==> config.mk <==
export PLATFORM = sky130hd
export DESIGN_NAME = des_key_schedule
export DESIGN_NICKNAME = d
export VERILOG_FILES = /design/src/rtl/des_pkg.sv /design/src/rtl/des_pc2.sv /design/src/rtl/des_key_schedule.sv
export SDC_FILE = /design/constraint.sdc
export NUM_CORES = 1
export LEC_CHECK = 0
export CAP_MARGIN = 20
export CELL_PAD_IN_SITES_DETAIL_PLACEMENT = 0
export CELL_PAD_IN_SITES_GLOBAL_PLACEMENT = 2
export CORE_MARGIN = 4
export CORE_UTILIZATION = 30
export DETAILED_ROUTE_END_ITERATION = 10
export DONT_BUFFER_PORTS = 1
export PLACE_DENSITY_LB_ADDON = 0.1
export SYNTH_ARGS = -nofsm -noshare
export SYNTH_HDL_FRONTEND = slang
export SYNTH_HIERARCHICAL = 1
export SYNTH_SLANG_ARGS = --single-unit
==> constraint.sdc <==
create_clock -name clk -period 3.2 [get_ports clk]
set_input_delay 0.64 -clock clk [delete_from_list [all_inputs] [get_ports clk]]
set_output_delay 0.64 -clock clk [all_outputs]
set_load 0.01 [all_outputs]
==> src/rtl/des_pkg.sv <==
// Shared DES key-schedule tables, FSM state encoding and rotate/permute helpers.
package des_pkg;

   typedef enum logic [1:0] {
      ST_IDLE     = 2'd0,
      ST_ACTIVE   = 2'd1,
      ST_FINISHED = 2'd2
   } state_t;

   // Table entries use the standard's 1-based numbering (bit 1 = MSB).
   localparam int PC1_TAB [56] = '{
      57, 49, 41, 33, 25, 17,  9,  1, 58, 50, 42, 34, 26, 18,
      10,  2, 59, 51, 43, 35, 27, 19, 11,  3, 60, 52, 44, 36,
      63, 55, 47, 39, 31, 23, 15,  7, 62, 54, 46, 38, 30, 22,
      14,  6, 61, 53, 45, 37, 29, 21, 13,  5, 28, 20, 12,  4
   };

   localparam int PC2_TAB [48] = '{
      14, 17, 11, 24,  1,  5,  3, 28, 15,  6, 21, 10,
      23, 19, 12,  4, 26,  8, 16,  7, 27, 20, 13,  2,
      41, 52, 31, 37, 47, 55, 30, 40, 51, 45, 33, 48,
      44, 49, 39, 56, 34, 53, 46, 42, 50, 36, 29, 32
   };

   // S[1..16] stored at indices 0..15.
   localparam int SHIFT_TAB [16] = '{1, 1, 2, 2, 2, 2, 2, 2, 1, 2, 2, 2, 2, 2, 2, 1};

   function automatic logic [55:0] pc1(input logic [63:0] key);
      logic [55:0] cd;
      cd = '0;
      for (int i = 0; i < 56; i++) begin
         cd[55-i] = key[64-PC1_TAB[i]];
      end
      return cd;
   endfunction

   function automatic logic [27:0] rotl28(input logic [27:0] x, input int amt);
      return (amt == 2) ? {x[25:0], x[27:26]} : {x[26:0], x[27]};
   endfunction

   function automatic logic [27:0] rotr28(input logic [27:0] x, input int amt);
      return (amt == 2) ? {x[1:0], x[27:2]} : {x[0], x[27:1]};
   endfunction

endpackage

==> src/rtl/des_pc2.sv <==
// Combinational PC-2 compression of the 56-bit {C,D} state into a 48-bit subkey.
module des_pc2
   import des_pkg::*;
(
   input  logic [55:0] cd,
   output logic [47:0] k
);

   for (genvar i = 0; i < 48; i++) begin : g_bit
      assign k[47-i] = cd[56-PC2_TAB[i]];
   end

endmodule

==> src/rtl/des_key_schedule.sv <==
// DES round-key generator: delivers K1..K16 (or K16..K1) one per consumer handshake.
module des_key_schedule
   import des_pkg::*;
(
   input  logic        clk,
   input  logic        rst,
   input  logic        load,
   input  logic        encrypt,
   input  logic [63:0] key,
   input  logic        next,
   output logic [47:0] subkey,
   output logic        subkey_valid,
   output logic [3:0]  round,
   output logic        done,
   output logic        error
);

   state_t      state;
   logic [27:0] c_reg;
   logic [27:0] d_reg;
   logic        enc_reg;

   logic [55:0] key_cd;
   logic [27:0] c_adv;
   logic [27:0] d_adv;
   int          amt;

   // Advancing from round r needs S[r+2] going forward, S[16-r] going backward.
   always_comb begin
      key_cd = pc1(key);
      amt    = 1;
      if (round != 4'd15) begin
         if (enc_reg) amt = SHIFT_TAB[int'(round) + 1];
         else         amt = SHIFT_TAB[15 - int'(round)];
      end
      c_adv = enc_reg ? rotl28(c_reg, amt) : rotr28(c_reg, amt);
      d_adv = enc_reg ? rotl28(d_reg, amt) : rotr28(d_reg, amt);
   end

   des_pc2 u_pc2 (
      .cd ({c_reg, d_reg}),
      .k  (subkey)
   );

   always_ff @(posedge clk or posedge rst) begin
      if (rst) begin
         state        <= ST_IDLE;
         c_reg        <= '0;
         d_reg        <= '0;
         enc_reg      <= 1'b0;
         round        <= '0;
         subkey_valid <= 1'b0;
         done         <= 1'b0;
         error        <= 1'b0;
      end else begin
         done  <= 1'b0;
         error <= 1'b0;
         if (load) begin
            // Decrypt starts unrotated: the 16 shifts total 28, so PC-1 itself is K16.
            c_reg        <= encrypt ? rotl28(key_cd[55:28], 1) : key_cd[55:28];
            d_reg        <= encrypt ? rotl28(key_cd[27:0], 1)  : key_cd[27:0];
            enc_reg      <= encrypt;
            round        <= '0;
            state        <= ST_ACTIVE;
            subkey_valid <= 1'b1;
         end else if (next) begin
            case (state)
               ST_ACTIVE: begin
                  if (round == 4'd15) begin
                     state        <= ST_FINISHED;
                     subkey_valid <= 1'b0;
                     round        <= '0;
                     done         <= 1'b1;
                  end else begin
                     c_reg <= c_adv;
                     d_reg <= d_adv;
                     round <= round + 4'd1;
                  end
               end
               default: error <= 1'b1;
            endcase
         end
      end
   end

endmodule

==> impl_metrics.json, run 1 <==
{
  "dieArea_um2": 22200,
  "grt_antenna_before_repair": 0,
  "grt_usage_pct": 16.4,
  "cts-hold-fix-buffers": 0,
  "antenna_left": 0,
  "grt_max_degree": 70,
  "cts_root_buf": "clkbuf_16",
  "status": "finished, final reports clean",
  "crit_fanout": 24,
  "worst_pin_slew_ns": 0.667,
  "skew_ns": 0.00445,
  "cap_violations": 0,
  "period_minus_slack_ns": 2.86,
  "path_class": "flip-flop to flip-flop",
  "tritoncts": "done",
  "layout.nets": 713,
  "htreeDepth": 3,
  "port_buffers": 0,
  "start_util_pct": 30.6,
  "worst-endpoint-required_ns": 3.45,
  "postRouteWirelength_um": 18000,
  "synth_area_leaders": "dfrtp_1 27%, mux2_1 11%, mux2i_1 10%",
  "endpoint_kind": "flip-flop",
  "tns_ns": 0,
  "num_antenna_cells": 0,
  "insertion_delay_ns": 0.34,
  "min_path_type": "input port to async pin",
  "synth-seq-cells": 65,
  "vias_per_cell": 5.17,
  "overflow": 0,
  "ys.flop_type": "dfrtp_1",
  "dp_hpwl_um": 12100,
  "drive_gt1_share_pct": 13.5,
  "ys_types": 35,
  "dr.pass1.iters": 4,
  "crit_slowest_cell": "dfrtp_1",
  "drc": 0,
  "syn_area_per_cell_um2": 8.21,
  "slew_headroom_pct": 55.5,
  "fill_cells": 2122,
  "core_area_um2": 19500,
  "gp_congestion": 0.731,
  "post-cts-setup-buffers": 0,
  "rsz0062_at_grt": "no",
  "timing.hold.ws_ns": 0.283,
  "clk_pin_slew_ns": 0.06,
  "synth_edf_count": 0,
  "post-place-ws_ns": 0.284,
  "fin_ws_ns": 0.341,
  "cellPowerDensity_nw_per_um2": 505,
  "synth_top_area_share_pct": 27.2,
  "grt_pass1_wl_um": 29000,
  "num_vias": 4710,
  "grt_pass1_vias": 4911,
  "syn-num-nets": 800,
  "max_stage_delay_ns": 0.57,
  "post_cts_resized": 0,
  "die_w_um": 149,
  "start_kind": "flip-flop",
  "chipHeight_um": 149,
  "ios": 124,
  "path_cells": "ha_1 > nor2b_1 > o21ai_1 > o311ai_1 > a221o_4 > buf_4 > mux2_4 > a31oi_1",
  "synth_area_um2": 5980,
  "drt_iter0_drc": 296,
  "leakagePower_nw": 2.36,
  "seq_area_frac_synth_pct": 27.2,
  "rows": 51,
  "ys_async_sr_fraction_pct": 100,
  "synth_top_area_cell": "dfrtp_1",
  "final-setup-viol-count": 0,
  "wire_per_inst_um": 19.7,
  "cts_max_path_buffers": 2,
  "hold_viol": 0,
  "yosysWarnings": 6,
  "yosysMostFrequentCell": "nand2_1",
  "ir_worst_vdd_mv": 0.235,
  "arrival_ns": 3.11,
  "clock.fmax_mhz": 350,
  "synthCells": 728,
  "cts.sinks": 65,
  "fin_crit_sh_pct": 89.4,
  "syn_to_final_growth_pct": 2.83,
  "numCtsBuffers": 9,
  "yosys-top-cells-count": "120 x nand2_1, 114 x nor2_1, 65 x dfrtp_1",
  "maxSlewViolCount": 0
}
worst max-delay path, delay by kind of cell, from the launching register on:
family                     cells  cell delay (ns)
AOI/OAI and AO/OA              4             0.78
adders and majority gates      1             0.50
buffers and inverters          1             0.39
DFF                            1             0.57
muxes                          1             0.34
and+or+nand+nor                1             0.18
worst paths after layout:
path	start	to	slack, ns	cells after the start
setup / recovery	round[1]$_DFFE_PP0P_	d_reg[13]$_DFFE_PP0P_	0.34	8
setup reg to reg	round[1]$_DFFE_PP0P_	d_reg[13]$_DFFE_PP0P_	0.34	8
max in group asynchronous	rst	d_reg[24]$_DFFE_PP0P_	2.61	2
hold / removal	rst	c_reg[7]$_DFFE_PP0P_	0.28	2
hold reg to reg	state[1]$_DFFE_PP0P_	state[1]$_DFFE_PP0P_	0.49	1
min in group clk	load	round[3]$_DFFE_PP0P_	0.37	1
placed cells by master (no fill, tap or decap), drive strengths merged:
master / count
nand2: 120
nor2: 114
mux2: 108
dfrtp: 65
a21oi: 61
mux2i: 60
a31oi: 55
clkbuf: 14
buf: 11
nand3: 4
inv: 4
o21ai: 4
ha: 3
nor2b: 3
a21o: 2
or2: 2
o32a: 2
clkinv: 2
nand4b: 1
a211oi: 1
o311a: 1
and3b: 1
o311ai: 1
nor4b: 1
a221o: 1
and2: 1
nor3: 1
xor2: 1
nor3b: 1
xnor2: 1
per-layer routing:
layer,vias to the layer above,share of wire [%],global-route usage (%)
met2,101,43,24.8
li1,2305,-,-
met1,2298,49,22.7
met5,-,0,0
met4,0,0.57,2.75
met3,6,7.3,6.11
power by group:
group	switching, mW	internal (mW)	total (mW)
Combinational	0.441	0.427	0.868
Sequential	0.277	0.971	1.25
Clock	0.384	0.607	0.991
Total	1.10	2.01	3.11
layout make-up:
cell class	instances	area (um^2)	area share, %
Multi-Input combinational cell	550	3720	60.5
Clock buffer	14	284	4.62
Inverter	4	15.0	0.244
Tap cell	265	332	5.39
Clock inverter	2	10.0	0.163
Timing Repair Buffer	11	158	2.57
Sequential cell	65	1630	26.5
through the flow:
| stage | total power [mW] | cells | utilization (%) | instance area (um^2) |
|---|---|---|---|---|
| finish | 3.11 | 911 | 31.5 | 6150 |
| CTS | 3.18 | 911 | 31.5 | 6150 |
| global route | 3.32 | 911 | 31.5 | 6150 |
| floorplan | 2.11 | 728 | - | 5980 |
| global placement | 2.14 | 895 | 30.0 | 5850 |
| detailed placement | 2.15 | 895 | 30.0 | 5850 |
kinds of logic (layout without fill, tap and decap cells):
family          Yosys count  after routing  share of synthesized area (%)
simple gates            249            249                           16.3
mux                     168            168                           31.8
compound gates          128            128                           12.4
buf+inv                 113             31                           11.4
flops                    65             65                           27.2
fa+ha+maj                 3              3                          0.628
xor+xnor                  2              2                          0.293
Note: power is estimated with default switching activity, not from simulation.
==> inputs of run 2 (changes only) <==
RECOVER_POWER = 100   (was not set)
==> run 2 against run 1 <==
The run now ends with capacitance limit, slew limit left. Critical path depth is the same. Sequential share of layout area grew 0.26 points. Non-clock buffer count is the same. Count of clock-buffer cells in the layout is the same. Final area shrank 0.96%. Worst hold slack gained 0.087 ns. Largest power group unchanged.
==> impl_metrics.json, run 2 (same netlist as run 1, synthesis figures left out) <==
{
  "status": "finished, violations left",
  "violations": "capacitance limit, slew limit",
  "cts-hold-fix-buffers": 0,
  "grtUsageMet3_pct": 6.11,
  "met2_usage_pct": 24.8,
  "layout_common_cells": "119 x nand2_1, 112 x nor2_1, 65 x mux2_1, 65 x dfrtp_1, 61 x a21oi_1",
  "min_path_type": "input port to flip-flop",
  "worst_pin_slew_ns": 1.89,
  "tns_ns": 0,
  "fin_crit_sh_pct": 91.4,
  "start_kind": "flip-flop",
  "dieArea_um2": 22200,
  "period_minus_slack_ns": 2.92,
  "totalPowerFinal_mw": 3.08,
  "ios": 124,
  "clk_pin_slew_ns": 0.06,
  "grt_max_degree": 70,
  "drc": 0,
  "postRouteWirelength_um": 18000,
  "crit_slowest_cell": "a221o_4",
  "multi_input_area_um2": 3680,
  "rsz0062_at_grt": "no",
  "grt_pass1_vias": 4911,
  "vias_per_cell": 5.19,
  "met1_usage_pct": 22.7,
  "hold_viol": 0,
  "num_vias": 4731,
  "cellPowerDensity_nw_per_um2": 507,
  "post-route-util_pct": 31.2,
  "core_area_um2": 19500,
  "final-seq-area_um2": 1630,
  "post_cts_resized": 0,
  "num_antenna_cells": 0,
  "leakagePower_nw": 2.30,
  "slew_headroom_pct": -25.9,
  "final_common_cell": "nand2_1",
  "cap_violations": 1,
  "r2r_setup_slack_ns": 0.28,
  "holdCritStartpoint": "load",
  "placed_cells": 895,
  "final_cells": 911,
  "dr.pass1.iters": 4,
  "numCtsBuffers": 9,
  "cp_top_family": "compound AO/OA/AOI/OAI gates",
  "start_util_pct": 30.6,
  "endpoint_kind": "flip-flop",
  "cts.sinks": 65,
  "grt_pass1_wl_um": 29000,
  "cts_max_path_buffers": 2,
  "layout.nets": 713,
  "chipHeight_um": 149,
  "wire_per_inst_um": 19.7,
  "clock.fmax_mhz": 342,
  "drive_gt1_share_pct": 11.8,
  "path_class": "flip-flop to flip-flop",
  "skew_ns": 0.00572,
  "final-setup-viol-count": 0,
  "dp_hpwl_um": 12100,
  "post-place-ws_ns": 0.284,
  "worstReg2RegStart": "round[1]$_DFFE_PP0P_",
  "port_buffers": 0,
  "crit_buf_inv": 1,
  "timing.hold.ws_ns": 0.370,
  "rows": 51,
  "antenna_left": 0,
  "drt_iter0_drc": 309,
  "crit_fanout": 17,
  "hold-path-endpoint": "round[3]$_DFFE_PP0P_",
  "maxSlewViolCount": 66,
  "die_w_um": 149,
  "max_stage_delay_ns": 0.58,
  "arrival_ns": 3.18,
  "path_cells": "ha_1 > nor2b_1 > o21ai_0 > o311ai_1 > a221o_4 > clkbuf_4 > mux2_1 > a31oi_1",
  "fill_cells": 2128,
  "post-cts-setup-buffers": 0,
  "grt_antenna_before_repair": 0,
  "crit_start": "round[1]$_DFFE_PP0P_",
  "worstHoldPathCells": 1,
  "dpl_cell_area_um2": 5850,
  "overflow": 0,
  "grt_usage_pct": 16.4,
  "fin_ws_ns": 0.275,
  "cts_root_buf": "clkbuf_16",
  "ir_worst_vdd_mv": 0.234,
  "insertion_delay_ns": 0.34,
  "reg2reg_to": "d_reg[21]$_DFFE_PP0P_",
  "reg2regPathDepth": 8,
  "busiest_layer": "met2",
  "worst-endpoint-required_ns": 3.45,
  "final_area_um2": 6090,
  "gp_congestion": 0.731,
  "tritoncts": "done",
  "syn_to_final_growth_pct": 1.84,
  "htreeDepth": 3
}
[run 2: cell types whose count changed in the layout (fill, tap and decap cells not counted), sizes merged]
cell / delta
clkbuf: +3
buf: -3
[run 2: worst max path at each step]
stage                            endpoint  depth (start not counted)  slack [ns]
floorplan           d_reg[25]$_DFFE_PP0P_                         11        0.74
global placement     d_reg[8]$_DFFE_PP0P_                          8        0.36
detailed placement  d_reg[18]$_DFFE_PP0P_                          8        0.28
CTS                 d_reg[18]$_DFFE_PP0P_                          8        0.27
global route        d_reg[18]$_DFFE_PP0P_                          8        0.05
finish              d_reg[21]$_DFFE_PP0P_                          8        0.28
[run 2: worst reg2reg max path: stages (launching register included)]
cell      delay (ns)
dfrtp_1         0.52
ha_1            0.41
nor2b_1         0.19
o21ai_0         0.13
o311ai_1        0.15
a221o_4         0.58
clkbuf_4        0.30
mux2_1          0.37
a31oi_1         0.19
[run 2: cell type report]
| type | count | share of cell area, % |
|---|---|---|
| Tap cell | 265 | 5.45 |
| Timing Repair Buffer | 11 | 2.30 |
| Multi-Input combinational cell | 550 | 60.5 |
| Inverter | 4 | 0.247 |
| Clock buffer | 14 | 4.67 |
| Sequential cell | 65 | 26.7 |
| Clock inverter | 2 | 0.164 |
[run 2: report_power, final]
part	total (mW)	leakage [nW]	internal, mW	switching, mW
registers	1.25	0.741	0.971	0.278
clock network	0.992	0.149	0.608	0.384
logic	0.844	1.41	0.407	0.436
total	3.08	2.30	1.99	1.10
[run 2: metal layers]
| metal | vias up | share of wire, % | wire, um |
|---|---|---|---|
| li1 | 2304 | - | - |
| met1 | 2314 | 48 | 8620 |
| met2 | 108 | 44 | 7850 |
| met3 | 5 | 7.9 | 1420 |
| met4 | 0 | 0.51 | 91 |
| met5 | - | 0 | 0 |
